<file path="config.mk">
export PLATFORM = sky130hd
export DESIGN_NAME = adder_display_mux
export DESIGN_NICKNAME = d
export VERILOG_FILES = /design/src/rtl/seg7_pkg.sv /design/src/rtl/hex_to_seg.sv /design/src/rtl/adder_display_mux.sv
export SDC_FILE = /design/constraint.sdc
export NUM_CORES = 1
export LEC_CHECK = 0
export ABC_AREA = 1
export ABC_CLOCK_PERIOD_IN_PS = 3900
export BUFFER_PORTS_ARGS = -buffer_cell sky130_fd_sc_hd__buf_2
export CAP_MARGIN = 20
export CORE_ASPECT_RATIO = 1.1
export CORE_MARGIN = 1
export CORE_UTILIZATION = 50
export CTS_BUF_LIST = sky130_fd_sc_hd__clkbuf_16
export DETAILED_ROUTE_END_ITERATION = 7
export PLACE_DENSITY = 0.69
export SLEW_MARGIN = 20
export SYNTH_ARGS = -nofsm -noshare
export SYNTH_HDL_FRONTEND = slang
export SYNTH_HIERARCHICAL = 1
export SYNTH_SLANG_ARGS = --single-unit
</file>
<file path="constraint.sdc">
create_clock -name clk -period 3.9 [get_ports clk]
set_input_delay 0.585 -clock clk [delete_from_list [all_inputs] [get_ports clk]]
set_output_delay 0.585 -clock clk [all_outputs]
set_load 0.05 [all_outputs]
</file>
<file path="src/rtl/seg7_pkg.sv">
// Shared constants and types for the adder / seven-segment display block.
package seg7_pkg;

  localparam logic [1:0] OP_ADD = 2'b00;
  localparam logic [1:0] OP_ACC = 2'b01;
  localparam logic [1:0] OP_CLR = 2'b10;
  localparam logic [1:0] OP_NOP = 2'b11;

  // Active-low segments g..a on bits 6..0; all ones is a dark digit.
  localparam logic [6:0] SEG_BLANK = 7'h7F;

  typedef enum logic {
    ST_BLANK = 1'b0,
    ST_SHOW  = 1'b1
  } disp_state_e;

endpackage

</file>
<file path="src/rtl/hex_to_seg.sv">
// Combinational hex nibble to active-low seven-segment decoder (g..a on bits 6..0).
module hex_to_seg (
  input  logic [3:0] nibble,
  output logic [6:0] seg_c
);

  always_comb begin
    seg_c = 7'h7F;
    case (nibble)
      4'h0: seg_c = 7'b1000000;
      4'h1: seg_c = 7'b1111001;
      4'h2: seg_c = 7'b0100100;
      4'h3: seg_c = 7'b0110000;
      4'h4: seg_c = 7'b0011001;
      4'h5: seg_c = 7'b0010010;
      4'h6: seg_c = 7'b0000010;
      4'h7: seg_c = 7'b1111000;
      4'h8: seg_c = 7'b0000000;
      4'h9: seg_c = 7'b0010000;
      4'hA: seg_c = 7'b0001000;
      4'hB: seg_c = 7'b0000011;
      4'hC: seg_c = 7'b1000110;
      4'hD: seg_c = 7'b0100001;
      4'hE: seg_c = 7'b0000110;
      4'hF: seg_c = 7'b0001110;
      default: seg_c = 7'h7F;
    endcase
  end

endmodule

</file>
<file path="src/rtl/adder_display_mux.sv">
// Add/accumulate unit whose result is shown as hex on a multiplexed
// seven-segment display with per-slot anode blanking.
module adder_display_mux
  import seg7_pkg::*;
#(
  parameter int unsigned WIDTH        = 8,
  parameter int unsigned NUM_DIGITS   = 4,
  parameter int unsigned REFRESH_DIV  = 100000,
  parameter int unsigned BLANK_CYCLES = 16,
  parameter int unsigned BLANK_LZ     = 0
) (
  input  logic                  clk,
  input  logic                  rst_n,
  input  logic [WIDTH-1:0]      a,
  input  logic [WIDTH-1:0]      b,
  input  logic [1:0]            op,
  input  logic                  load,
  output logic                  done,
  output logic [6:0]            seg,
  output logic [NUM_DIGITS-1:0] an,
  output logic                  ovf
);

  localparam int unsigned DW   = 4 * NUM_DIGITS;
  localparam int unsigned CNTW = (REFRESH_DIV > 1) ? $clog2(REFRESH_DIV) : 1;
  localparam int unsigned IDXW = (NUM_DIGITS > 1) ? $clog2(NUM_DIGITS) : 1;

  localparam logic [CNTW-1:0] CNT_LAST  = CNTW'(REFRESH_DIV - 1);
  localparam logic [CNTW-1:0] BLANK_END = CNTW'(BLANK_CYCLES);
  localparam logic [IDXW-1:0] IDX_LAST  = IDXW'(NUM_DIGITS - 1);

  logic [WIDTH-1:0]      result_q, result_d;
  logic                  ovf_q, ovf_d;
  logic                  done_q, done_d;
  logic [WIDTH:0]        add_sum_c, acc_sum_c;

  logic [CNTW-1:0]       cnt_q, cnt_d;
  logic [IDXW-1:0]       idx_q, idx_d;
  disp_state_e           state_q, state_d;
  logic [DW-1:0]         disp_q, disp_d;
  logic [DW-1:0]         disp_shift_c;
  logic [3:0]            nibble_c;
  logic [6:0]            hex_seg_c;
  logic [6:0]            seg_q, seg_d;
  logic [NUM_DIGITS-1:0] an_q, an_d;

  assign add_sum_c = {1'b0, a} + {1'b0, b};
  assign acc_sum_c = {1'b0, result_q} + {1'b0, a};

  // Arithmetic: ACC keeps overflow sticky; reserved op is a silent no-op.
  always_comb begin
    result_d = result_q;
    ovf_d    = ovf_q;
    done_d   = 1'b0;
    if (load) begin
      case (op)
        OP_ADD: begin
          result_d = add_sum_c[WIDTH-1:0];
          ovf_d    = add_sum_c[WIDTH];
        end
        OP_ACC: begin
          result_d = acc_sum_c[WIDTH-1:0];
          ovf_d    = ovf_q | acc_sum_c[WIDTH];
        end
        OP_CLR: begin
          result_d = '0;
          ovf_d    = 1'b0;
        end
        default: ;
      endcase
      done_d = (op != OP_NOP);
    end
  end

  // Slot timing and next display state; the value is latched at slot start.
  always_comb begin
    cnt_d   = cnt_q + 1'b1;
    idx_d   = idx_q;
    state_d = state_q;
    if (cnt_q == CNT_LAST) begin
      cnt_d = '0;
      idx_d = (idx_q == IDX_LAST) ? '0 : idx_q + 1'b1;
    end
    state_d      = (cnt_d < BLANK_END) ? ST_BLANK : ST_SHOW;
    disp_d       = (cnt_d == '0) ? DW'(result_q) : disp_q;
    disp_shift_c = disp_d >> {idx_d, 2'b00};
    nibble_c     = disp_shift_c[3:0];
  end

  hex_to_seg u_hex_to_seg (
    .nibble (nibble_c),
    .seg_c  (hex_seg_c)
  );

  // Anode/segment drive for the upcoming cycle, including leading-zero blanking.
  always_comb begin
    an_d  = '1;
    seg_d = SEG_BLANK;
    if (state_d == ST_SHOW) begin
      an_d = ~(NUM_DIGITS'(1) << idx_d);
      if (!((BLANK_LZ != 0) && (idx_d != '0) && (disp_shift_c == '0))) begin
        seg_d = hex_seg_c;
      end
    end
  end

  always_ff @(posedge clk or negedge rst_n) begin
    if (!rst_n) begin
      result_q <= '0;
      ovf_q    <= 1'b0;
      done_q   <= 1'b0;
      cnt_q    <= '0;
      idx_q    <= '0;
      state_q  <= ST_BLANK;
      disp_q   <= '0;
      seg_q    <= SEG_BLANK;
      an_q     <= '1;
    end else begin
      result_q <= result_d;
      ovf_q    <= ovf_d;
      done_q   <= done_d;
      cnt_q    <= cnt_d;
      idx_q    <= idx_d;
      state_q  <= state_d;
      disp_q   <= disp_d;
      seg_q    <= seg_d;
      an_q     <= an_d;
    end
  end

  assign done = done_q;
  assign ovf  = ovf_q;
  assign seg  = seg_q;
  assign an   = an_q;

endmodule

</file>
==> impl_metrics.json <==
{
  "status": "complete, but fails checks",
  "violations": "design-rule violations",
  "postCtsHoldBufs": 0,
  "syn_inst": 524,
  "grt_pass1_wl_mm": 14.0,
  "dpl_worst_slack_ns": 0.788,
  "drcViolationCount": 3,
  "rsz0062_at_grt": "no",
  "critPathSlowestCell": "dfrtp_1",
  "cts_buffers": 5,
  "layout_common_cells": "nand2_1, inv_1, nand3_1, nor2_1, dfrtp_1",
  "die_area_um2": 7890,
  "synth_area_per_cell_um2": 7.19,
  "grtUsageTotal": 0.222,
  "dpl.hpwl_mm": 6.27,
  "hold_violations": 0,
  "avgRoutedWirePerCell_um": 12.3,
  "worstSetupStartpointType": "flip-flop",
  "n_fill_cell": 677,
  "antenna_found_initial": 0,
  "drv_cap": 0,
  "drive_gt1_frac": 0.130,
  "fin_nets": 611,
  "netlist.area_leader.share": 0.299,
  "grt_pass1_vias": 3173,
  "fp.dieH_um": 93.1,
  "antenna_left": 0,
  "clk_path_buf_depth": 2,
  "critPathBufInv": 3,
  "ys_seq_area_frac": 0.375,
  "cts.htree.levels": 2,
  "critPathKind": "flip-flop to flip-flop",
  "diodes": 0,
  "worst-path-stages": 20,
  "slew_headroom": 0.604,
  "grt-ovfl-total": 0,
  "finalCritPeriodShare": 0.804,
  "r2r_cells": 20,
  "p_leak_nw": 2.30,
  "die_w_um": 84.8,
  "worst_setup_path_end_kind": "flip-flop",
  "hp-class": "primary input to asynchronous set/reset pin",
  "finalWorstSetupSlack_ns": 0.764,
  "clkSinkCount": 56,
  "via_count": 3359,
  "tightest_slew_ns": 0.594,
  "slew_viol_final": 0,
  "finClkSkew_ns": 0.00716,
  "crit_fanout": 17,
  "clk_pin_slew_ns": 0.07,
  "crit_required_ns": 4.12,
  "ys_types": 32,
  "cts_setup_buffers": 0,
  "ys_ff_latch": 56,
  "power_density_nw_per_um2": 301,
  "drt_iter0_drc": 178,
  "hold_ws_ns": 0.298,
  "worstPathCellList": "ha_1 -> nand3_1 -> nor2_1 -> nand3_1 -> nand3_1 -> nand2_1 -> inv_1 -> nand2_1 -> nor2_4 -> nand2_4 -> nand2_1 -> nand3_1 -> nand3_1 -> inv_1 -> ha_1 -> nand2_1 -> nand3_1 -> nand2_1 -> inv_1 -> nand2_1",
  "dr.pass1.iters": 6,
  "post-route-min-period_ns": 3.14,
  "coreArea_um2": 7170,
  "syn-cell-area_um2": 3770,
  "arrival_ns": 3.35,
  "yosysWarnings": 6,
  "cts_tree": "built",
  "finalSetupViolations": 0,
  "vias_per_cell": 5.19,
  "start_util": 0.526,
  "root_buffer": "clkbuf_16",
  "syn_nets": 574,
  "num_io_pins": 34,
  "synth_area_leaders": "dfrtp_1, nand2_1, inv_1",
  "port_buffers": 33,
  "synth_top_area_cell": "dfrtp_1",
  "clk_latency_ns": 0.29,
  "place_congestion": 0.898,
  "crit_family": "simple AND/OR/NAND/NOR gates",
  "vdd_drop_max_v": 0.000177,
  "grt_max_degree": 47,
  "drt-total-wl_mm": 7.95,
  "mostFrequentLayoutCell": "nand2_1",
  "syn_to_final_growth_pct": 10.5,
  "timing.fmax_mhz": 319,
  "cts-resized-gates": 0,
  "num_rows": 32,
  "setup_tns_ns": 0,
  "slowest_delay_ns": 0.39
}
==> layout make-up <==
type | count | area (um^2) | share of cell area
clock buffers | 5 | 125 | 0.0300
clock inverters | 3 | 16.3 | 0.00391
inverters | 98 | 368 | 0.0883
multi-input cells | 364 | 1940 | 0.467
flip-flops and latches | 56 | 1420 | 0.340
well taps | 85 | 106 | 0.0255
repair buffers | 36 | 190 | 0.0457
==> final timing paths <==
| kind | from | to | slack, ns |
|---|---|---|---|
| hold reg to reg | cnt_q[0]$_DFF_PN0_ | cnt_q[0]$_DFF_PN0_ | 0.50 |
| min in group clk | cnt_q[0]$_DFF_PN0_ | cnt_q[0]$_DFF_PN0_ | 0.50 |
| hold / removal | rst_n | cnt_q[4]$_DFF_PN0_ | 0.30 |
| max in group asynchronous | rst_n | seg[3]$_DFF_PN1_ | 2.83 |
| setup reg to reg | cnt_q[0]$_DFF_PN0_ | seg[3]$_DFF_PN1_ | 0.76 |
| setup / recovery | cnt_q[0]$_DFF_PN0_ | seg[3]$_DFF_PN1_ | 0.76 |
==> logic make-up after synthesis <==
group	synth area share
DFF	0.375
and+or+nand+nor	0.337
AOI/OAI and AO/OA	0.0744
xor gates and xnor gates	0.00465
buffers and inverters	0.109
adders and majority gates	0.100
==> layer usage <==
metal / wire length, um / part of all wire / track usage
met3: 279 / 0.035 / 0.0238
met5: 0 / 0 / 0
met2: 3870 / 0.49 / 0.396
met4: 197 / 0.025 / 0.0833
met1: 3600 / 0.45 / 0.279
==> report_power, final <==
part / internal [W] / switching (W)
logic: 0.0000807 / 0.000125
registers: 0.000599 / 0.0000166
clock network: 0.000235 / 0.000195
==> stage by stage <==
step	utilization	total power, W	cells	instance area, um^2
final	0.581	0.00125	647	4170
after global routing	0.581	0.00132	647	4170
after CTS	0.581	0.00126	647	4160
after detailed placement	0.561	0.000833	639	4020
after global placement	0.561	0.000825	639	4020
after floorplan	-	0.000766	524	3770
==> cell usage after synthesis <==
master	number
or2_2	2
dfstp_2	11
o211ai_1	3
nand2_2	1
nor2_2	5
nand3b_1	6
and2_1	8
dfrtp_1	45
o21ai_1	1
o21ai_0	18
nand4_1	8
a21oi_1	23
inv_2	4
a22oi_1	1
nand3_1	58
buf_6	2
ha_1	27
nor2_1	54
inv_1	92
fa_1	2
clkinv_1	2
clkbuf_1	1
xor2_1	1
nand2_1	132
nor2_4	3
nand2_4	1
a31oi_1	5
xnor2_1	1
nor2_8	1
nand3_2	2
o21ai_2	1
buf_2	3
==> registers in the layout (all words and copies together) (netlist names) <==
signal,cells
an,4
idx_q,2
result_q,8
seg,7
done,1
disp_q,16
cnt_q,17
ovf,1
==> worst reg2reg max path, cell delays in order (launching register included) <==
cell,delay [ns]
dfrtp_1,0.39
ha_1,0.20
nand3_1,0.13
nor2_1,0.32
nand3_1,0.11
nand3_1,0.13
nand2_1,0.07
inv_1,0.05
nand2_1,0.07
nor2_4,0.23
nand2_4,0.17
nand2_1,0.11
nand3_1,0.07
nand3_1,0.20
inv_1,0.15
ha_1,0.34
nand2_1,0.07
nand3_1,0.09
nand2_1,0.07
inv_1,0.03
nand2_1,0.06
Power figures use the tool's default switching activity.
